`src/rtl/instruction_fifo_arbiter4_pkg.sv`:
```
// Shared fetch-side constants: strand count, default FIFO depth and entry width.
// Also holds the round-robin index helper used by the arbiter.
package instruction_fifo_arbiter4_pkg;

  localparam int NUM_STRANDS = 4;
  localparam int FIFO_DEPTH  = 8;
  localparam int ENTRY_WIDTH = 64;

  // Strand index 'offset' places after 'base', wrapping over the four strands.
  function automatic logic [1:0] rr_index(input logic [1:0] base, input logic [2:0] offset);
    return base + offset[1:0];
  endfunction

endpackage

```
`src/rtl/arbiter4.sv`:
```
// Four-way round-robin fetch arbiter; grant is combinational from requests.
// No backpressure: the pointer only moves on edges where something is granted.
module arbiter4
  import instruction_fifo_arbiter4_pkg::*;
(
  input  logic       clk,
  input  logic       reset,
  input  logic [3:0] request,
  output logic [3:0] grant,
  output logic       access
);

  logic [1:0] last_grant;
  logic [1:0] grant_idx;
  logic [1:0] cand;
  logic       found;

  assign access = |request;

  always_comb begin
    grant     = '0;
    grant_idx = last_grant;
    cand      = '0;
    found     = 1'b0;
    for (int i = 1; i <= NUM_STRANDS; i++) begin
      cand = rr_index(last_grant, 3'(i));
      if (!found && request[cand]) begin
        grant[cand] = 1'b1;
        grant_idx   = cand;
        found       = 1'b1;
      end
    end
  end

  // Reset to strand 3 so strand 0 leads the first search.
  always_ff @(posedge clk) begin
    if (reset)        last_grant <= 2'd3;
    else if (found)   last_grant <= grant_idx;
  end

endmodule

```
`src/rtl/instruction_fifo.sv`:
```
// Per-strand show-ahead instruction FIFO; head visible combinationally, no added latency.
// Backpressure: full drops enqueues unless a dequeue frees a slot; request drops two entries early.
module instruction_fifo
  import instruction_fifo_arbiter4_pkg::*;
#(
  parameter int DEPTH = FIFO_DEPTH,
  parameter int WIDTH = ENTRY_WIDTH
) (
  input  logic             clk,
  input  logic             reset,
  input  logic             flush,
  input  logic             enqueue,
  input  logic [WIDTH-1:0] enqueue_value,
  input  logic             dequeue,
  output logic             request,
  output logic             ready,
  output logic [WIDTH-1:0] value
);

  localparam int AW = $clog2(DEPTH);
  localparam int CW = AW + 1;
  localparam logic [CW-1:0] FULL_COUNT   = CW'(DEPTH);
  localparam logic [CW-1:0] REQ_MAX_FILL = CW'(DEPTH - 2);

  logic [WIDTH-1:0] mem [DEPTH];
  logic [AW-1:0]    head;
  logic [AW-1:0]    tail;
  logic [CW-1:0]    count;
  logic             do_deq;
  logic             do_enq;

  assign ready   = (count != '0);
  assign do_deq  = dequeue && ready;
  assign do_enq  = enqueue && ((count < FULL_COUNT) || do_deq);
  // Two slots of headroom so a grant issued while a fetch is in flight still lands.
  assign request = (count <= REQ_MAX_FILL) && !flush;
  assign value   = mem[head];

  always_ff @(posedge clk) begin
    if (reset || flush) begin
      head  <= '0;
      tail  <= '0;
      count <= '0;
    end else begin
      if (do_enq) tail <= tail + 1'b1;
      if (do_deq) head <= head + 1'b1;
      if (do_enq && !do_deq)      count <= count + 1'b1;
      else if (do_deq && !do_enq) count <= count - 1'b1;
    end
  end

  always_ff @(posedge clk) begin
    if (do_enq && !flush && !reset) mem[tail] <= enqueue_value;
  end

endmodule

```
`src/rtl/instruction_fifo_arbiter4.sv`:
```
// Four strand instruction FIFOs plus round-robin fetch arbiter; all outputs combinational.
// Backpressure: a strand stops requesting fetch once its FIFO is within two entries of full.
module instruction_fifo_arbiter4
  import instruction_fifo_arbiter4_pkg::*;
#(
  parameter int DEPTH = FIFO_DEPTH,
  parameter int WIDTH = ENTRY_WIDTH
) (
  input  logic             clk,
  input  logic             reset,
  input  logic [3:0]       flush_i,
  input  logic [3:0]       enqueue_i,
  input  logic [WIDTH-1:0] enqueue_value_i,
  input  logic [3:0]       dequeue_i,
  output logic [3:0]       grant_o,
  output logic             access_o,
  output logic [3:0]       ready_o,
  output logic [WIDTH-1:0] value0_o,
  output logic [WIDTH-1:0] value1_o,
  output logic [WIDTH-1:0] value2_o,
  output logic [WIDTH-1:0] value3_o
);

  logic [3:0]       request;
  logic [WIDTH-1:0] strand_value [NUM_STRANDS];

  for (genvar n = 0; n < NUM_STRANDS; n++) begin : g_strand
    instruction_fifo #(
      .DEPTH(DEPTH),
      .WIDTH(WIDTH)
    ) u_fifo (
      .clk          (clk),
      .reset        (reset),
      .flush        (flush_i[n]),
      .enqueue      (enqueue_i[n]),
      .enqueue_value(enqueue_value_i),
      .dequeue      (dequeue_i[n]),
      .request      (request[n]),
      .ready        (ready_o[n]),
      .value        (strand_value[n])
    );
  end

  arbiter4 u_arbiter (
    .clk    (clk),
    .reset  (reset),
    .request(request),
    .grant  (grant_o),
    .access (access_o)
  );

  assign value0_o = strand_value[0];
  assign value1_o = strand_value[1];
  assign value2_o = strand_value[2];
  assign value3_o = strand_value[3];

endmodule

```
`config.mk`:
```
export PLATFORM = sky130hd
export DESIGN_NAME = instruction_fifo_arbiter4
export DESIGN_NICKNAME = d
export VERILOG_FILES = /design/src/rtl/instruction_fifo_arbiter4_pkg.sv /design/src/rtl/arbiter4.sv /design/src/rtl/instruction_fifo.sv /design/src/rtl/instruction_fifo_arbiter4.sv
export SDC_FILE = /design/constraint.sdc
export NUM_CORES = 2
export LEC_CHECK = 0
export CAP_MARGIN = 10
export CORE_MARGIN = 3
export CORE_UTILIZATION = 37
export DETAILED_ROUTE_END_ITERATION = 12
export HOLD_SLACK_MARGIN = 0.12
export PLACE_DENSITY_LB_ADDON = 0.2
export SETUP_SLACK_MARGIN = 0.02
export SLEW_MARGIN = 20
export SYNTH_ARGS = -nofsm -noshare
export SYNTH_HDL_FRONTEND = slang
export SYNTH_SLANG_ARGS = --single-unit
```
`constraint.sdc`:
```
create_clock -name clk -period 11.35 [get_ports clk]
set_clock_uncertainty 0.1 [all_clocks]
set_input_delay 2.8375 -clock clk [delete_from_list [all_inputs] [get_ports clk]]
set_output_delay 2.8375 -clock clk [all_outputs]
set_load 0.02 [all_outputs]
```
==> results.cfg <==
[synth]
yosys.cell_types.count = 47
synth_edf_count = 2048
syn_area_um2 = 79640
synthesis.nets = 3432
yosysWarnings = 0
avgSynthCellArea_um2 = 23.97
synth_flop_cell = edfxtp_1
netlist_instances = 3323
ys_seq_elements = 2102
async_reset_ff_share_pct = 0
yosysSeqAreaShare_pct = 78.58

[detailed_routing]
drcViolationCount = 0
wl_um = 197000
first_pass_iters = 5
drtIter0Drc = 3010
drtAntennaViolNets = 0
wl_per_cell_um = 28.81
viasPerCell = 5.280
vias = 36111

[sta]
tns_ns = 0
final_hold_viol_count = 0
period_needed_ns = 8.517
maxSlewViolCount = 0
timing.slew.headroom_pct = 25.27
tightest_slew_ns = 1.121
period_share_pct = 75.04
clock.fmax_mhz = 117.4
setup_viol = 0
rsz0062_at_grt = false
worst_slack_ns = 2.833

[floorplanning]
rows = 169
start_util_pct = 37.37
dieHeight_um = 470.0
die_w_um = 470.0
fp.coreArea_um2 = 213100
io_pins = 343
dieArea_um2 = 220900

[setup_path]
critical_path.top_delay_family = compound AO/OA/AOI/OAI gates
crit_type = in2out
critical_path_buf_inv_count = 2
worstSetupStartpointType = input pin
cp_common_cell = clkdlybuf4s50_1
max_stage_delay_ns = 0.63
worstSetupEndpointType = output port
crit_required_ns = 8.41
cp_max_fo = 6
path_cells = clkdlybuf4s50_1, a311oi_1, nor2_1, o32ai_1, a221oi_1, o2bb2ai_1, clkdlybuf4s50_1
cpMaxStageDelayCell = a311oi_1
worstPathArrival_ns = 5.58

[pwr]
total_leakage_power_nw = 28.40
powerDensity_nw_per_um2 = 176.0
ir_drop_uv = 149.0

[finish]
drive_gt1_share_pct = 31.38
nets = 3943
design_area_um2 = 93540
area_growth_syn_to_layout_pct = 17.46

[clock_network]
cts_root_buf = clkbuf_16
holdBufCountCts = 0
htree_levels = 4
cts_resized = 0
cts_made_buffers = 218
cts.clk_slew.worst_paths_ns = 0.06
clock_path_buffers = 3
clkSinkCount = 2102
post_cts_buffers = 0
insertion_delay_ns = 0.83
tritoncts = yes

[global_routing]
track_usage_pct = 17.81
grt_pass1_vias = 38156
grt_antenna_before_repair = 11
gr-total-overflow = 0
grt_max_degree = 83
grt_pass1_wl_um = 283900

[place]
portBuffers = 342
gp_congestion = 0.7252
dpl_cell_area_um2 = 86990
place_hpwl_um = 111600
pre_cts_ws_ns = 2.884

[hold_path]
hold_path.class = reg2reg

[status]
outcome = completed

[job]
drv_cap = 0
## power by group
part           total (W)  leakage, nW  switching [W]  internal (W)
Sequential       0.00862         18.9      0.0000511       0.00857
Combinational    0.00108         6.23       0.000599      0.000477
Clock            0.00677         3.27        0.00291       0.00385
## per-stage QoR
| stage | total power, W | std cells | hold slack [ns] | util [%] |
|---|---|---|---|---|
| 6_report | 0.01646 | 6839 | 0.3752 | 43.89 |
| 2_1_floorplan | 0.009406 | 3323 | 0.3541 | - |
| 3_3_place_gp | 0.009898 | 6434 | 0.3552 | 40.83 |
| 3_5_place_dp | 0.009901 | 6434 | 0.3610 | 40.81 |
| 4_1_cts | 0.01670 | 6835 | 0.3704 | 43.97 |
| 5_1_grt | 0.01706 | 6837 | 0.4111 | 43.89 |
## flip-flops by register name, summed over array words and instances, names as in the netlist, named ones only
register / cells
g_strand.u_fifo.tail: 12
g_strand.u_fifo.mem: 2048
g_strand.u_fifo.count: 16
g_strand.u_fifo.head: 12
u_arbiter.last_grant: 2
## worst paths after layout
kind	startpoint	to	slack, ns	cells past startpoint
max reg2reg	g_strand[1].u_fifo.count[3]	g_strand[1].u_fifo.mem[3][62]	7.81	6
min	g_strand[0].u_fifo.head[1]	flop	0.38	2
max	flush_i[1]	grant_o[0]	2.83	7
min reg2reg	g_strand[0].u_fifo.head[1]	flop	0.38	2
## cells by family after synthesis
| logic type | synth area share, % |
|---|---|
| AOI/OAI and AO/OA | 0.5923 |
| buffers and inverters | 0.9080 |
| xor gates and xnor gates | 0.2969 |
| DFF | 78.58 |
| muxes | 18.26 |
| and+or+nand+nor | 0.8452 |
| adders and majority gates | 0.5247 |
## worst min-delay path: cells and delay by family (launching register included)
kind / cells / cell delay, ns
DFF: 1 / 0.31
and+or+nand+nor: 1 / 0.05
AOI/OAI and AO/OA: 1 / 0.07
## cell usage after synthesis, types with 5 or more instances
master | count | area share, %
clkbuf_1 | 86 | 0.41
inv_1 | 16 | 0.075
buf_1 | 9 | 0.042
xor2_1 | 15 | 0.16
nand3_1 | 13 | 0.082
mux2i_1 | 7 | 0.088
buf_2 | 53 | 0.33
nor4_1 | 6 | 0.047
nor2_1 | 64 | 0.30
o21ai_0 | 9 | 0.057
a21o_1 | 5 | 0.047
nand2b_1 | 7 | 0.055
edfxtp_1 | 2048 | 77
nor3_1 | 12 | 0.075
xnor2_1 | 12 | 0.13
mux2_2 | 257 | 3.6
o2bb2ai_1 | 5 | 0.055
mux4_2 | 514 | 15
a21oi_1 | 21 | 0.13
dfxtp_1 | 54 | 1.4
ha_1 | 27 | 0.42
or3_1 | 7 | 0.055
nand2_1 | 29 | 0.14
## routing by layer
metal | track usage [%] | up-vias | wire length, µm
li1 | - | 15176 | -
met5 | 0 | - | 34
met2 | 29.76 | 879 | 97910
met1 | 24.62 | 19806 | 86150
met4 | 3.641 | 6 | 3134
met3 | 3.184 | 244 | 9797
## layout by cell type (no fill, tap or decap), types with 16 or more instances in the layout
cell type / count
edfxtp_1: 2048
mux4_2: 514
clkdlybuf4s50_1: 295
mux2_2: 257
clkbuf_16: 221
buf_4: 94
clkinv_1: 62
clkbuf_1: 50
nor2_1: 49
buf_2: 47
dfxtp_1: 42
clkinv_2: 30
nand2_1: 29
ha_1: 27
a21oi_1: 21
inv_1: 16
## area by class of cell
type	count	area, µm²
clock inverter	126	950.9
fill	18129	119600
timing repair buffer	444	4054
sequential	2102	62630
antenna	3	7.507
multi-input combinational	1052	16540
tap	2821	3530
clock buffer	275	5773
inverter	16	60.06
(Power assumes the default switching activity.)
